## config.mk

```make
export PLATFORM = sky130hd
export DESIGN_NAME = led_scan_ctrl
export DESIGN_NICKNAME = d
export VERILOG_FILES = /design/src/rtl/led_scan_ctrl.sv
export SDC_FILE = /design/constraint.sdc
export NUM_CORES = 1
export LEC_CHECK = 0
export BUFFER_PORTS_ARGS = -buffer_cell sky130_fd_sc_hd__buf_2
export CAP_MARGIN = 30
export CORE_ASPECT_RATIO = 1.4
export CORE_UTILIZATION = 51
export DETAILED_ROUTE_END_ITERATION = 10
export GPL_TIMING_DRIVEN = 0
export HOLD_SLACK_MARGIN = 0.03
export PLACE_DENSITY = 0.8
export SETUP_SLACK_MARGIN = 0.02
export SLEW_MARGIN = 20
export SYNTH_ARGS = -nofsm -noshare
export SYNTH_HDL_FRONTEND = slang
export SYNTH_SLANG_ARGS = --single-unit
```

## constraint.sdc

```tcl
create_clock -name clk -period 3.3 [get_ports clk]
set_input_delay 0.66 -clock clk [delete_from_list [all_inputs] [get_ports clk]]
set_output_delay 0.66 -clock clk [all_outputs]
set_load 0.05 [all_outputs]
```

## src/rtl/led_scan_ctrl.sv

```systemverilog
// led_scan_ctrl: time-multiplexed 7-segment scan driver with per-digit blink.
// Define LED_SCAN_GUARD_EN to add anti-ghosting dead time at each slot start.
module led_scan_ctrl #(
    parameter int NUM_DIGITS   = 6,
    parameter int SEG_W        = 7,
    parameter int SCAN_DIV     = 5000,
    parameter int BLINK_FRAMES = 250,
    parameter int GUARD_CYC    = 8
) (
    input  logic                        clk,
    input  logic                        rst_n,
    input  logic [NUM_DIGITS*SEG_W-1:0] i_digit_seg,
    input  logic [NUM_DIGITS-1:0]       i_dp,
    input  logic [NUM_DIGITS-1:0]       i_blink_mask,
    input  logic                        i_blink_en,
    output logic [SEG_W-1:0]            o_seg,
    output logic                        o_seg_dp,
    output logic [NUM_DIGITS-1:0]       o_seg_enb,
    output logic                        o_frame_tick
);

    localparam int IW = $clog2(NUM_DIGITS);
    localparam int PW = $clog2(SCAN_DIV);
    localparam int FW = $clog2(BLINK_FRAMES + 1);

    localparam logic [PW-1:0] PRE_LAST  = PW'(SCAN_DIV - 1);
    localparam logic [IW-1:0] IDX_LAST  = IW'(NUM_DIGITS - 1);
    localparam logic [FW-1:0] FRM_LAST  = FW'(BLINK_FRAMES - 1);
    localparam logic [PW-1:0] GUARD_END = PW'(GUARD_CYC);

`ifdef LED_SCAN_GUARD_EN
    localparam logic GUARD_ON = 1'b1;
`else
    localparam logic GUARD_ON = 1'b0;
`endif

    typedef enum logic {
        VISIBLE = 1'b0,
        HIDDEN  = 1'b1
    } phase_t;

    logic [PW-1:0] presc;
    logic [IW-1:0] idx;
    logic [FW-1:0] frm;
    phase_t        phase;
    logic          wrap_q;

    logic                  slot_end;
    logic                  wrap;
    logic                  blanked;
    logic                  guard;
    logic [SEG_W-1:0]      seg_sel;
    logic                  dp_sel;
    logic                  mask_sel;
    logic [NUM_DIGITS-1:0] enb_sel;

    assign slot_end = (presc == PRE_LAST);
    assign wrap     = slot_end && (idx == IDX_LAST);

    // Digit mux is a one-hot compare so non-power-of-2 counts stay in range.
    always_comb begin
        seg_sel  = '0;
        dp_sel   = 1'b0;
        mask_sel = 1'b0;
        enb_sel  = '1;
        for (int k = 0; k < NUM_DIGITS; k++) begin
            if (idx == IW'(k)) begin
                seg_sel    = i_digit_seg[k*SEG_W +: SEG_W];
                dp_sel     = i_dp[k];
                mask_sel   = i_blink_mask[k];
                enb_sel[k] = 1'b0;
            end
        end
    end

    assign blanked = i_blink_en && mask_sel && (phase == HIDDEN);
    assign guard   = GUARD_ON && (presc < GUARD_END);

    always_ff @(posedge clk or negedge rst_n) begin
        if (!rst_n) begin
            presc  <= '0;
            idx    <= '0;
            frm    <= '0;
            phase  <= VISIBLE;
            wrap_q <= 1'b0;
        end else begin
            presc  <= slot_end ? '0 : presc + 1'b1;
            wrap_q <= wrap;
            if (slot_end) begin
                idx <= (idx == IDX_LAST) ? '0 : idx + 1'b1;
            end
            // Holding at VISIBLE while disabled gives a full half-period on enable.
            if (!i_blink_en) begin
                frm   <= '0;
                phase <= VISIBLE;
            end else if (wrap) begin
                if (frm == FRM_LAST) begin
                    frm   <= '0;
                    phase <= (phase == VISIBLE) ? HIDDEN : VISIBLE;
                end else begin
                    frm <= frm + 1'b1;
                end
            end
        end
    end

    always_ff @(posedge clk or negedge rst_n) begin
        if (!rst_n) begin
            o_seg        <= '0;
            o_seg_dp     <= 1'b0;
            o_seg_enb    <= '1;
            o_frame_tick <= 1'b0;
        end else begin
            o_frame_tick <= wrap_q;
            if (guard) begin
                o_seg     <= '0;
                o_seg_dp  <= 1'b0;
                o_seg_enb <= '1;
            end else begin
                o_seg     <= blanked ? '0 : seg_sel;
                o_seg_dp  <= blanked ? 1'b0 : dp_sel;
                o_seg_enb <= enb_sel;
            end
        end
    end

endmodule

```

Word level (Yosys, flattened, before mapping)
Cells that the tools add are included.
{"block": "totals", "ff_bits": 41, "inputBits": 57, "out_inout_bits": 15, "wordCells": 61}
{"block": "op_classes", "add_sub_neg": 3, "eq_ne": 9, "muxes": 35, "reduce_logical": 5}
{"operator": "7-bit two-way mux", "n": 7}
{"operator": "8-bit two-way mux", "n": 3}
{"operator": "1-bit two-way mux", "n": 23}
{"operator": "13-bit by 1-bit adder with 13-bit output (second input constant)", "n": 1}
{"operator": "13-bit equality test (second input constant)", "n": 1}
{"operator": "13-bit two-way mux", "n": 1}
{"operator": "8-bit by 1-bit adder with 8-bit output (second input constant)", "n": 1}
{"operator": "8-bit equality test (second input constant)", "n": 1}
{"operator": "3-bit by 2-bit equality test with 1-bit output (second input constant)", "n": 2}
{"operator": "3-bit equality test (second input constant)", "n": 2}
{"operator": "2-bit by 1-bit != test with 1-bit output (second input constant)", "n": 2}
{"operator": "3-bit by 1-bit adder with 3-bit output (second input constant)", "n": 1}
{"operator": "3-bit by 1-bit equality test with 1-bit output (second input constant)", "n": 1}
{"operator": "1-bit logical AND", "n": 3}
{"operator": "3-bit logical NOT", "n": 1}
{"operator": "3-bit two-way mux", "n": 1}
{"operator": "2-bit AND reduction", "n": 1}

Depth between registers and ports, before layout
{"block": "logic_depth", "depth_word": 10, "depth_mapped": 9, "ltp_nobuf": 6}

Worst setup path after synthesis
No wires, ideal clock.
{"block": "synth_timing", "path_kind": "flip-flop to flip-flop", "from": "register idx[0]", "to": "register o_seg[0]", "setup_ns": 0.078, "arrival_time_ns": 2.285, "required_ns": 3.222, "slack_ns": 0.936, "path_stages_with_launch": 9, "n_path_buf": 3, "period_less_slack_ns": 2.364, "cell_sequence": "dfrtp_1 > buf_1 > clkbuf_1 > and2_1 > ha_1 > clkbuf_1 > nor2_1 > a221o_1 > a21oi_1"}
{"block": "synth_via", "elab_chain_len": 10, "elab_cells_between_ends": 21, "cone_classes": "eq/ne: 5; mux: 13; reduce/logical: 3"}
{"item": "start, declared", "line_no": "43", "rtl": "logic [IW-1:0] idx;"}
{"item": "start signal, assigned", "line_no": "90", "rtl": "idx <= (idx == IDX_LAST) ? '0 : idx + 1'b1;"}
{"item": "3-bit logical NOT", "line_no": "67", "rtl": "if (idx == IW'(k)) begin"}
{"item": "1-bit two-way mux (6 in a row)", "line_no": "67"}
{"item": "1-bit logical AND (2 in a row)", "line_no": "76", "rtl": "assign blanked = i_blink_en && mask_sel && (phase == HIDDEN);"}
{"item": "7-bit two-way mux (*)", "line_no": "120", "rtl": "o_seg <= blanked ? '0 : seg_sel;"}
{"item": "end signal, assigned", "line_no": "120"}
{"item": "end, declared", "line_no": "16", "rtl": "output logic [SEG_W-1:0] o_seg,"}
Mark *: on every way between the ends. The rest lies on a longest branch, timed or not.
A chain may end at the register's enable or synchronous reset.

Worst setup path after layout
{"block": "layout_timing", "from": "register idx[0]", "to": "register o_seg[2]"}
Same word-level chain as after synthesis.

==> impl_metrics.tcl <==
set metrics [dict create \
    tightest_slew_ns 0.8276 \
    critPathMaxFanout 10 \
    drt-initial-drc-count 127 \
    synth_nets 282 \
    cts_tree "yes" \
    die_area_um2 4626 \
    crit_top_cell "clkbuf_1" \
    htreeDepth 2 \
    firstDrtPassIters 8 \
    postCtsResizedCells 0 \
    port_buffers 70 \
    timing.rr.start "idx[0]" \
    total_power_uw 971.9 \
    postRouteAntennaNets 0 \
    power_leakage_nw 1.195 \
    worst-path-buf-inv 3 \
    synthCells 221 \
    core_area_um2 4204 \
    cts.hold.buffers_added 0 \
    numCtsBuffers 5 \
    placedInstanceArea_um2 2628 \
    nNetsFinal 361 \
    violations "DRC" \
    finalCritPeriodShare 0.9090 \
    outcome "complete, but fails checks" \
    grt_pass1_vias 1912 \
    worst_skew_pair.late_latency_ns 0.29 \
    hp-class "input pin to async pin" \
    area_growth_pct 23.77 \
    grtUsageTotal 0.2408 \
    yosysWarnings 0 \
    drc 14 \
    dieWidth_um 57.77 \
    setup_violations 0 \
    most-common-layout-cells "buf_2, dfrtp_1, nand3_1, nand2_1, a21oi_1" \
    start_util 0.5283 \
    cts_sinks 41 \
    wire_per_inst_um 15.25 \
    yosysTopAreaCell "dfrtp_1" \
    cap_violations 0 \
    vias_per_cell 5.812 \
    fin_crit_ns 3.000 \
    fin_ws_ns 0.3004 \
    reg2reg_slack_ns 0.30 \
    vias 2011 \
    rr_endpoint "o_seg[2]" \
    cts_buffer_depth 2 \
    totalWireLength_mm 5.276 \
    worst_path_max_delay_cell "buf_1" \
    ys_async_sr_fraction 1.000 \
    crit_path_end_kind "flip-flop" \
    vdd_drop_max_mv 0.3410 \
    synthesis.area_um2 2221 \
    finalClockSkew_ns 0.006238 \
    rows 28 \
    path_class "flip-flop to flip-flop" \
    place_hpwl_mm 3.797 \
    layout_commonest_cell "buf_2" \
    setup_tns_ns 0 \
    cp.required_ns 3.51 \
    synth_edf_count 0 \
    grt_pass1_wl_mm 8.424 \
    dp_slack_ns 0.3826 \
    synth_cell_types 46 \
    overflow 0 \
    maxClockFrequency_mhz 333.4 \
    start_kind "flip-flop" \
    rsz0062_at_grt "false" \
    power.density_nw_per_um2 353.6 \
    cpPeakStageDelay_ns 0.51 \
    antenna_found_initial 0 \
    grt_start_max_net_pins 42 \
    gp_congestion 0.8442 \
    crit_chain "buf_1 > clkbuf_1 > and2_1 > ha_1 > clkbuf_1 > nor2_1 > a221o_1 > a21oi_1" \
    netlist_top_cells_area "dfrtp_1, dfstp_2, mux2i_1" \
    antennaDiodeCount 0 \
    stdcell_area_um2 2749 \
    crit_family "buffers and inverters" \
    ioPinCount 72 \
    worstPathArrival_ns 3.21 \
    root_buffer "clkbuf_8" \
    maxSlewHeadroom 0.4440 \
    report.final.slew_viol_count 0 \
    synth_top_area_frac 0.3944 \
    post_cts.repair.setup_buffers 0 \
    layout-drive-gt1-share 0.3289 \
    path_clk_slew_ns 0.08 \
    die_h_um 80.08 \
    r2r_cells 8 \
    syn_avg_cell_area_um2 10.05 \
    synth_ff_type "dfrtp_1" \
    seq_area_frac_synth 0.4654 \
    synth_seq_cells 41 \
    finalHoldViolCount 0 \
]
## per-layer routing
metal  GRT usage  share of wire  vias up
li1            -              -      969
met1      0.2706           0.40      939
met2      0.4105           0.50       90
met3     0.05636          0.069       13
met4      0.1429          0.026        0
met5           0              0        -
## kinds of logic (layout without fill, tap and decap cells)
kind of cell,count (synthesis),count (layout),synth area share
and+or+nand+nor,82,82,0.2034
AOI/OAI and AO/OA,45,45,0.1358
DFF,41,41,0.4654
muxes,22,22,0.1042
buffers and inverters,17,97,0.02929
xor gates and xnor gates,10,10,0.03943
adders and majority gates,4,4,0.02254
## final cells by class
cell class              count  area [µm²]
fillers                   336        1455
multi-input cells         163        1122
flip-flops and latches     41        1033
repair buffers             72       375.4
clock buffers               6       82.58
well taps                  45       56.30
plain buffers              10       38.79
inverters                   7       26.28
clock inverters             2       13.76
## sequential cells by signal, indices dropped and copies added, names as in the netlist, 3 cells and up
signal / count
frm: 8
presc: 13
idx: 3
o_seg_enb: 6
o_seg: 7
## report_power, final
group,switching [mW],internal [mW],total (mW)
registers,0.00879,0.513,0.522
clock network,0.174,0.169,0.343
logic,0.0582,0.0492,0.107
## cells in the mapped netlist (all sizes together) (2+ instances only)
| cell type | number |
|---|---|
| dfrtp | 35 |
| nand3 | 20 |
| nand2 | 17 |
| a21oi | 16 |
| mux2i | 13 |
| nor2 | 11 |
| mux2 | 9 |
| o21ai | 8 |
| a32o | 7 |
| clkbuf | 7 |
| dfstp | 6 |
| inv | 6 |
| xnor2 | 6 |
| and3 | 5 |
| and2 | 4 |
| ha | 4 |
| nand3b | 4 |
| xor2 | 4 |
| a21boi | 3 |
| buf | 3 |
| nand4 | 3 |
| o31ai | 3 |
| or4b | 3 |
| a32oi | 2 |
| nand2b | 2 |
| nor3 | 2 |
| nor4 | 2 |
| o211ai | 2 |
| or3 | 2 |
## stage by stage
step | hold WS [ns] | util | cells
after CTS | 0.3582 | 0.6479 | 344
after global placement | 0.3314 | 0.6250 | 336
after detailed placement | 0.3363 | 0.6250 | 336
after floorplan | 0.3312 | - | 221
final | 0.2030 | 0.6539 | 346
after global routing | 0.1943 | 0.6539 | 346
## worst max path at each step
stage	start	endpoint	cells after the start
final	idx[0]	o_seg[2]	8
after global routing	idx[0]	o_seg[2]	8
after CTS	idx[0]	o_seg[2]	8
after detailed placement	idx[0]	o_seg[2]	8
after global placement	idx[0]	o_seg[4]	8
after floorplan	idx[0]	o_seg[0]	8
## worst reg2reg max path, stage by stage, from the launching register on
cell and delay [ns]:
dfrtp_1 0.38, buf_1 0.51, clkbuf_1 0.46, and2_1 0.21, ha_1 0.18, clkbuf_1 0.39
nor2_1 0.13, a221o_1 0.45, a21oi_1 0.21
Power figures use the tool's default switching activity.
